===== src/rtl/lcd_pkg.sv =====
// Shared definitions for the HD44780-style LCD controller: FSM states, init
// sequence, LCD I/O register layout and long-execution opcodes.
package lcd_pkg;

    typedef enum logic [2:0] {
        ST_PWR_WAIT = 3'd0,
        ST_SETUP    = 3'd1,
        ST_PULSE    = 3'd2,
        ST_HOLD     = 3'd3,
        ST_EXEC     = 3'd4,
        ST_IDLE     = 3'd5
    } lcd_state_e;

    localparam int INIT_COUNT = 4;

    localparam logic [7:0] INIT_FUNC_SET  = 8'h38;
    localparam logic [7:0] INIT_DISP_ON   = 8'h0C;
    localparam logic [7:0] INIT_CLEAR     = 8'h01;
    localparam logic [7:0] INIT_ENTRY_MODE = 8'h06;

    localparam logic [7:0] OP_CLEAR = 8'h01;
    localparam logic [7:0] OP_HOME  = 8'h02;

    // LCD I/O register layout as seen by the load-store unit.
    localparam int LCD_ON_BIT    = 31;
    localparam int LCD_BUSY_BIT  = 11;
    localparam int LCD_EN_BIT    = 10;
    localparam int LCD_RS_BIT    = 9;
    localparam int LCD_RW_BIT    = 8;
    localparam int LCD_DATA_MSB  = 7;
    localparam int LCD_DATA_LSB  = 0;

    function automatic logic [7:0] init_cmd(input logic [1:0] idx);
        case (idx)
            2'd0:    init_cmd = INIT_FUNC_SET;
            2'd1:    init_cmd = INIT_DISP_ON;
            2'd2:    init_cmd = INIT_CLEAR;
            default: init_cmd = INIT_ENTRY_MODE;
        endcase
    endfunction

    // Clear and home need the long execution wait; data writes never do.
    function automatic logic is_long_exec(input logic rs, input logic [7:0] data);
        is_long_exec = !rs && ((data == OP_CLEAR) || (data == OP_HOME));
    endfunction

endpackage


===== src/rtl/lcd_ctrl.sv =====
// Timed character LCD controller: power-on init, one-entry command buffer and
// setup/enable/hold/execute sequencing of the LCD pins.
module lcd_ctrl
    import lcd_pkg::*;
#(
    parameter int CNT_W     = 20,
    parameter int PWR_CYC   = 750000,
    parameter int SETUP_CYC = 4,
    parameter int PULSE_CYC = 25,
    parameter int HOLD_CYC  = 4,
    parameter int EXEC_CYC  = 2500,
    parameter int CLR_CYC   = 82000
) (
    input  logic       i_clk,
    input  logic       i_reset,
    input  logic       i_cmd_valid,
    input  logic       i_cmd_rs,
    input  logic [7:0] i_cmd_data,
    output logic       o_cmd_ready,
    output logic       o_busy,
    output logic       o_init_done,
    output logic       o_lcd_on,
    output logic       o_lcd_en,
    output logic       o_lcd_rs,
    output logic       o_lcd_rw,
    output logic [7:0] o_lcd_data,
    output lcd_state_e o_dbg_state
);

    // Handshake: a command transfers on any edge where i_cmd_valid && o_cmd_ready;
    // the requester may drop or change i_cmd_valid freely while o_cmd_ready is low.

    localparam logic [CNT_W-1:0] PWR_LD   = CNT_W'(PWR_CYC - 1);
    localparam logic [CNT_W-1:0] SETUP_LD = CNT_W'(SETUP_CYC - 1);
    localparam logic [CNT_W-1:0] PULSE_LD = CNT_W'(PULSE_CYC - 1);
    localparam logic [CNT_W-1:0] HOLD_LD  = CNT_W'(HOLD_CYC - 1);
    localparam logic [CNT_W-1:0] EXEC_LD  = CNT_W'(EXEC_CYC - 1);
    localparam logic [CNT_W-1:0] CLR_LD   = CNT_W'(CLR_CYC - 1);
    localparam logic [1:0]       INIT_LAST = 2'(INIT_COUNT - 1);

    lcd_state_e       state_q, state_d;
    logic [CNT_W-1:0] cnt_q, cnt_d;
    logic [1:0]       init_idx_q, init_idx_d;
    logic             init_done_q, init_done_d;
    logic             lcd_rs_q, lcd_rs_d;
    logic [7:0]       lcd_data_q, lcd_data_d;
    logic             lcd_on_q;
    logic             buf_full_q, buf_rs_q;
    logic [7:0]       buf_data_q;
    logic             push, pop;

    assign push = i_cmd_valid && !buf_full_q;
    assign pop  = (state_q == ST_IDLE) && buf_full_q;

    always_comb begin
        state_d     = state_q;
        cnt_d       = cnt_q;
        init_idx_d  = init_idx_q;
        init_done_d = init_done_q;
        lcd_rs_d    = lcd_rs_q;
        lcd_data_d  = lcd_data_q;

        if (state_q != ST_IDLE && cnt_q != '0) begin
            cnt_d = cnt_q - 1'b1;
        end else begin
            case (state_q)
                ST_PWR_WAIT: begin
                    state_d    = ST_SETUP;
                    cnt_d      = SETUP_LD;
                    lcd_rs_d   = 1'b0;
                    lcd_data_d = init_cmd(2'd0);
                end
                ST_SETUP: begin
                    state_d = ST_PULSE;
                    cnt_d   = PULSE_LD;
                end
                ST_PULSE: begin
                    state_d = ST_HOLD;
                    cnt_d   = HOLD_LD;
                end
                ST_HOLD: begin
                    state_d = ST_EXEC;
                    cnt_d   = is_long_exec(lcd_rs_q, lcd_data_q) ? CLR_LD : EXEC_LD;
                end
                ST_EXEC: begin
                    if (!init_done_q && init_idx_q != INIT_LAST) begin
                        state_d    = ST_SETUP;
                        cnt_d      = SETUP_LD;
                        init_idx_d = init_idx_q + 2'd1;
                        lcd_rs_d   = 1'b0;
                        lcd_data_d = init_cmd(init_idx_q + 2'd1);
                    end else begin
                        state_d     = ST_IDLE;
                        init_done_d = 1'b1;
                    end
                end
                ST_IDLE: begin
                    // Buffered commands wait here until init has finished.
                    if (buf_full_q) begin
                        state_d    = ST_SETUP;
                        cnt_d      = SETUP_LD;
                        lcd_rs_d   = buf_rs_q;
                        lcd_data_d = buf_data_q;
                    end
                end
                default: begin
                    state_d = ST_IDLE;
                end
            endcase
        end
    end

    always_ff @(posedge i_clk or posedge i_reset) begin
        if (i_reset) begin
            state_q     <= ST_PWR_WAIT;
            cnt_q       <= PWR_LD;
            init_idx_q  <= 2'd0;
            init_done_q <= 1'b0;
            lcd_rs_q    <= 1'b0;
            lcd_data_q  <= 8'h00;
            lcd_on_q    <= 1'b0;
        end else begin
            state_q     <= state_d;
            cnt_q       <= cnt_d;
            init_idx_q  <= init_idx_d;
            init_done_q <= init_done_d;
            lcd_rs_q    <= lcd_rs_d;
            lcd_data_q  <= lcd_data_d;
            lcd_on_q    <= 1'b1;
        end
    end

    always_ff @(posedge i_clk or posedge i_reset) begin
        if (i_reset) begin
            buf_full_q <= 1'b0;
            buf_rs_q   <= 1'b0;
            buf_data_q <= 8'h00;
        end else if (push) begin
            buf_full_q <= 1'b1;
            buf_rs_q   <= i_cmd_rs;
            buf_data_q <= i_cmd_data;
        end else if (pop) begin
            buf_full_q <= 1'b0;
        end
    end

    // EN decodes straight from the state so an async reset kills it at once.
    assign o_cmd_ready = !buf_full_q;
    assign o_busy      = (state_q != ST_IDLE) || buf_full_q;
    assign o_init_done = init_done_q;
    assign o_lcd_on    = lcd_on_q;
    assign o_lcd_en    = (state_q == ST_PULSE);
    assign o_lcd_rs    = lcd_rs_q;
    assign o_lcd_rw    = 1'b0;
    assign o_lcd_data  = lcd_data_q;
    assign o_dbg_state = state_q;

endmodule

===== config.mk =====
export PLATFORM = sky130hd
export DESIGN_NAME = lcd_ctrl
export DESIGN_NICKNAME = d
export VERILOG_FILES = /design/src/rtl/lcd_pkg.sv /design/src/rtl/lcd_ctrl.sv
export SDC_FILE = /design/constraint.sdc
export NUM_CORES = 1
export LEC_CHECK = 0
export ABC_AREA = 1
export CAP_MARGIN = 20
export CORE_MARGIN = 8
export CORE_UTILIZATION = 57
export DETAILED_ROUTE_END_ITERATION = 8
export PLACE_DENSITY = 0.84
export SLEW_MARGIN = 20
export SYNTH_ARGS = -nofsm -noshare
export SYNTH_HDL_FRONTEND = slang
export SYNTH_SLANG_ARGS = --single-unit

===== constraint.sdc =====
create_clock -name i_clk -period 2.29 [get_ports i_clk]
set_clock_uncertainty 0.05 [all_clocks]
set_input_delay 0.458 -clock i_clk [delete_from_list [all_inputs] [get_ports i_clk]]
set_output_delay 0.458 -clock i_clk [all_outputs]
set_load 0.005 [all_outputs]

After elaboration in Yosys (flattened, before gate mapping):

Cells that the tools add are included.

* bits in registers: 46
* bits of input ports: 12
* output and inout port bits: 18
* word-level logic and storage cells: 68

* $add $sub $neg: 2
* equality and inequality tests: 15
* mux-type cells: 17
* bitwise operators: 2
* reductions and logical operators: 22

Operators by type and width (number)
* $pmux 20 s5: 1
* $mux 20: 3
* $pmux 8 s3: 1
* $reduce_bool 20->1: 1
* $sub 20x1->20 const B: 1
* $pmux 3 s6: 1
* $pmux 6 s3: 1
* $mux 17: 1
* $mux 8: 2
* $reduce_and 3->1: 3
* $eq 8x1->1 const B: 1
* $eq 8x2->1 const B: 1
* $eq 3x2->1 const B: 2
* $eq 3x3->1 const B: 2
* $mux 3: 2
* $ne 2x2->1 const B: 3
* $ne 3x3->1 const B: 2
* $reduce_bool 6->1: 1
* $logic_and 1x1->1: 5
* $mux 1: 4
* $reduce_and 4->1: 1
* $eq 3x1->1 const B: 1
* $logic_not 1->1: 3
* $logic_not 3->1: 1
* 12 further kinds: 14

Logic depth before layout (Yosys ltp):

* depth in word-level cells: 6
* depth in mapped cells: 11
* depth with buffers taken out: 11

Least setup slack after synthesis:

Ideal clock, no wire load.

* kind: register to register
* from: register init_idx_q[0]
* to: register cnt_q[6]
* setup time: 0.124 ns
* data arrival time: 1.429 ns
* data required time: 2.116 ns
* slack: 0.687 ns
* stages on the path, launching flop included: 10
* buffers on the path: 1
* period minus slack after synthesis: 1.603 ns
* path through: dfrtp_1 ha_1 or2_2 nand2_2 nand2_1 nand3_1 nand2_2 buf_4 nand2_1 nand3_1

* cells in the longest elaborated chain, start to end: 4

RTL lines
* from (decl): RTL line lcd_ctrl.sv:43 `logic [1:0] init_idx_q, init_idx_d;`
* from (signal assigned): RTL line lcd_ctrl.sv:125 `init_idx_q <= init_idx_d;`
* $ne 2x2->1: RTL line lcd_ctrl.sv:86 `if (!init_done_q && init_idx_q != INIT_LAST) begin`
* $logic_and 1x1->1: RTL line lcd_ctrl.sv:86
* $ne 3x3->1 (no line)
* $reduce_and 3->1 (no line)
* to (signal assigned): RTL line lcd_ctrl.sv:124 `cnt_q <= cnt_d;`
* to (decl): RTL line lcd_ctrl.sv:42 `logic [CNT_W-1:0] cnt_q, cnt_d;`

Every way passes these cells.
A chain may end at the register's enable or synchronous reset.

Final worst setup path:

* from: register state_q[2], in the netlist o_dbg_state[2]
* to: output o_busy

* cells in the longest elaborated chain, start to end: 2

RTL lines
* from (decl): RTL line lcd_ctrl.sv:41 `lcd_state_e state_q, state_d;`
* from (signal assigned): RTL line lcd_ctrl.sv:123 `state_q <= state_d;`
* $ne 3x3->1: RTL line lcd_ctrl.sv:149 `assign o_busy = (state_q != ST_IDLE) || buf_full_q;`
* $logic_or 1x1->1: RTL line lcd_ctrl.sv:149
* to (decl): RTL line lcd_ctrl.sv:20 `output logic o_busy,`

Every way passes these cells.

==> out/summary.md <==
The flow ran to the end, and the final reports show no timing, DRC or antenna violations. In this run the remaining antenna-violating nets after routing total 0. The internal power component was 1078 uW; the die span in y was 86.14 um. Counting instances, the worst hold path has a depth of 2. The placed cell area was 3142 sq um. Die area: 7419 sq um. The largest individual stage delay along the critical path comes from the cell sky130_fd_sc_hd__dfrtp_1. The via count of the first global-routing pass was 2580; the static leakage was 0.001563 uW. Dividing total power by cell area gives a power density of 424.1 nW/um^2. After the first detailed-routing iteration, the DRC count stood at 147.

For this run the aggregate overflow at the end of global routing stands at 0. The finished layout holds 476 standard cells, fillers aside. The effective utilization at floorplan was 59.36%. The buffer and inverter count on the worst path is 2, and the count of instances resized after the clock tree is built is 0. The first global-routing pass estimated 11210 um of wire. The H-tree depth was 2. Before antenna repair, the detailed router went through 4 iterations. The smallest clock period supported by the final layout is computed as 2093 ps.

The share of total power dissipated in sequential elements is 59.3%. Dividing the final minimum period by the clock period gives 91.39%. Post-layout worst setup margin: 197.3 ps. Buffers placed on the I/O ports in this run total 28. The clock transition at the register clock pins on the worst setup and hold paths after CTS works out to 90 ps.

The run gives 0 as the number of antenna diodes. The initialized floorplan defines 25 standard-cell rows. STA classifies the critical path startpoint as a flop.

The number of flip-flops and latches in the synthesized netlist is 46, and the layout overhead on the synthesized area is 15.44%. The number of vias in the routed layout is 2502, and the clock network power share is 37.8%. Proportion of netlist area held by the largest area contributor: 29.45%. The tightest hold path in the finished design has a slack of 430.7 ps.

The tools report the number of nets in the layout as 426. Data arrives at the worst endpoint at 1580 ps. The number of nets handed over by synthesis was 396.

Cells with a size suffix above 1 make up 12.71% of the layout. For this run, the number of Yosys warnings is 0. Derived from the worst setup path, the maximum achievable clock frequency is 0.4778 GHz. Adding up every negative setup slack in the final design gives 0 ps. The largest total area in the synthesized netlist belongs to sky130_fd_sc_hd__dfrtp_1. The number of enable-type register cells in the synthesized netlist came out at 0. The fraction of synthesis flops using an asynchronous set or reset pin was 100.0%. The tool flagged a number of max-cap violations equal to 0.

Summed over all nets, the half-perimeter wirelength after detailed placement is 4594 um. The logs give 5 for the number of clock buffers inserted by TritonCTS and 448.3 ps for the post-placement worst setup slack. The switching power summed over all nets was 295.0 uW; the number of distinct library cells after synthesis was 31. Entering global routing, the biggest net connects 47 pins.

Setup violations remaining at the end of the flow were counted as 0. The critical path goes through nand3_4 -> inv_1 -> nand2_2 -> clkdlybuf4s50_1. Clock latency on the worst-skew pair, taken at its later pin, is 300 ps. The congestion estimate from routability-driven global placement came to 0.9042. The path length in cells of the critical path was 4; the fraction of power spent switching nets was 21.49%. The tools report the max-slew violation total from the final report as 0.

The category of the critical setup timing path was flop to output port. Across the VDD grid, the largest voltage drop is 0.0003567 V. Along the worst path, the maximum fanout reaches 9. The final hold violation count was 0. In the post-synthesis netlist, the biggest area contributors are sky130_fd_sc_hd__dfrtp_1 (29%), sky130_fd_sc_hd__nand2_1 (16%), sky130_fd_sc_hd__dfstp_2 (12%), sky130_fd_sc_hd__nor2_1 (6.3%), sky130_fd_sc_hd__inv_1 (4.8%). Setup repair after global routing left no endpoint under its margin. Number of vias per cell: 5.256.

In the synthesized netlist the dominant register cell turns out to be sky130_fd_sc_hd__dfrtp_1. At the worst endpoint, the required time is 1780 ps. The worst hold path belongs to the class flop to flop. Worst stage delay on the critical path: 500 ps. The die span in x works out to 86.14 um. TritonCTS built the clock tree. The filler cell count in the final layout was 407; the average cell area after synthesis was 7.418 sq um. Per report_power, the combinational group accounts for 2.9% of the total.

Sequential elements use 41.63% of the synthesized area. In the routed design, unresolved DRC markers number 0. After clock tree synthesis, the setup repair step added 0 buffers. The family of cells with the greatest summed delay on the critical path is buffers and inverters.

Maximum buffer depth of the clock tree: 2. The number of cells on the worst reg-to-reg path is 9. The clock net in this run drives a total of 46 sinks. The area of the core region was 4723 sq um. The synthesized netlist occupies a cell area of 2804 sq um.

Global routing used 18.67% of the available tracks. Dividing the detail-routed wire length by the instance count gives 13.08 um. 30 I/O pins were placed.

The final layout contains routed wiring with a total length of 6225 um. For this design, the CTS-stage hold fixing added 0 buffers. STA classifies the critical path endpoint as an output port. The tree is rooted in a sky130_fd_sc_hd__clkbuf_8.

Including well taps, the total number of placed cells is 468. After routing the design area is 3237 sq um. The tools report the number of antenna violations at the first check in global routing as 0. The cell count after synthesis came out at 378.
power groups by stage:
stage	clock network, uW	registers, uW	logic (uW)
2_1_floorplan	0	829	13.5
3_3_place_gp	0	829	41.2
3_5_place_dp	0	829	41.8
4_1_cts	530	814	41.9
5_1_grt	560	814	45.7
6_report	519	814	40.2
metal layers:
metal  vias up  track usage, %  share of wire (%)
met5         -               0                  0
met4         0           7.643                2.1
met3        12           3.916                4.6
met2        60           33.45                 51
met1      1186           20.83                 42
li1       1244               -                  -
final timing paths:
path / endpoint / slack (ps) / from
max reg2reg: cnt_q[4] / 420 / init_idx_q[1]
min: cnt_q[0] / 430 / cnt_q[0]
min reg2reg: cnt_q[0] / 430 / cnt_q[0]
max in group asynchronous: cnt_q[19] / 1470 / i_reset
max: o_busy / 200 / o_dbg_state[2]
min in group asynchronous: cnt_q[11] / 440 / i_reset
cell type report:
class / count / area [sq um] / share of cell area, %
Inverter: 40 / 150.1 / 4.639
Timing Repair Buffer: 32 / 322.8 / 9.973
Clock buffer: 6 / 82.58 / 2.551
Sequential cell: 46 / 1167 / 36.07
Tap cell: 67 / 83.83 / 2.590
Multi-Input combinational cell: 283 / 1418 / 43.80
Clock inverter: 2 / 12.51 / 0.3865
layout by cell type (no fill, tap or decap), types with 8 or more instances in the layout:
| cell type | n |
|---|---|
| sky130_fd_sc_hd__inv_1 | 35 |
| sky130_fd_sc_hd__o21ai_0 | 10 |
| sky130_fd_sc_hd__xor2_1 | 8 |
| sky130_fd_sc_hd__a21oi_1 | 10 |
| sky130_fd_sc_hd__nor2_1 | 47 |
| sky130_fd_sc_hd__dfrtp_1 | 33 |
| sky130_fd_sc_hd__nand3_1 | 25 |
| sky130_fd_sc_hd__clkdlybuf4s50_1 | 28 |
| sky130_fd_sc_hd__dfstp_2 | 13 |
| sky130_fd_sc_hd__nand2_1 | 123 |
| sky130_fd_sc_hd__nand2_2 | 8 |
| sky130_fd_sc_hd__nand4_1 | 15 |
worst min-delay path: cells and delay by family, from the launching register on:
kind	cells	cell delay, ps
flip-flops	1	380
AND/OR/NAND/NOR	2	110
flip-flops by register name, summed over array words and instances (netlist names):
signal and count:
cnt_q 20, buf_data_q 8, o_lcd_data 8, o_dbg_state 3, init_idx_q 2, buf_full_q 1
buf_rs_q 1, o_init_done 1, o_lcd_on 1, o_lcd_rs 1
cell families after synthesis:
logic type      share of synthesized area (%)
flops                                   41.63
mux                                    0.4016
simple gates                            38.60
compound gates                          5.177
other cells                            0.2678
fa+ha+maj                               2.677
xor+xnor                                3.436
buf+inv                                 7.809
through the flow:
step / util, % / power [uW]
floorplan: - / 842.7
global placement: 66.52 / 870.2
detailed placement: 66.52 / 870.9
CTS: 68.53 / 1385
global route: 68.53 / 1420
finish: 68.53 / 1373
Yosys cell counts, types with 2 or more instances:
cell type                  count
sky130_fd_sc_hd__dfrtp_1      33
sky130_fd_sc_hd__nand3_4       3
sky130_fd_sc_hd__inv_2         4
sky130_fd_sc_hd__clkbuf_1      2
sky130_fd_sc_hd__nand3_1      25
sky130_fd_sc_hd__buf_4         3
sky130_fd_sc_hd__o21ai_0      10
sky130_fd_sc_hd__nand4_1      15
sky130_fd_sc_hd__nand2_1     123
sky130_fd_sc_hd__ha_1          6
sky130_fd_sc_hd__dfstp_2      13
sky130_fd_sc_hd__buf_6         3
sky130_fd_sc_hd__xnor2_1       3
sky130_fd_sc_hd__o21ai_1       6
sky130_fd_sc_hd__nor2_4        4
sky130_fd_sc_hd__nand2_2       8
sky130_fd_sc_hd__a21oi_1      10
sky130_fd_sc_hd__xor2_1        8
sky130_fd_sc_hd__conb_1        2
sky130_fd_sc_hd__nor2_2        5
sky130_fd_sc_hd__nor2_1       47
sky130_fd_sc_hd__inv_1        36
Power figures use the tool's default switching activity.
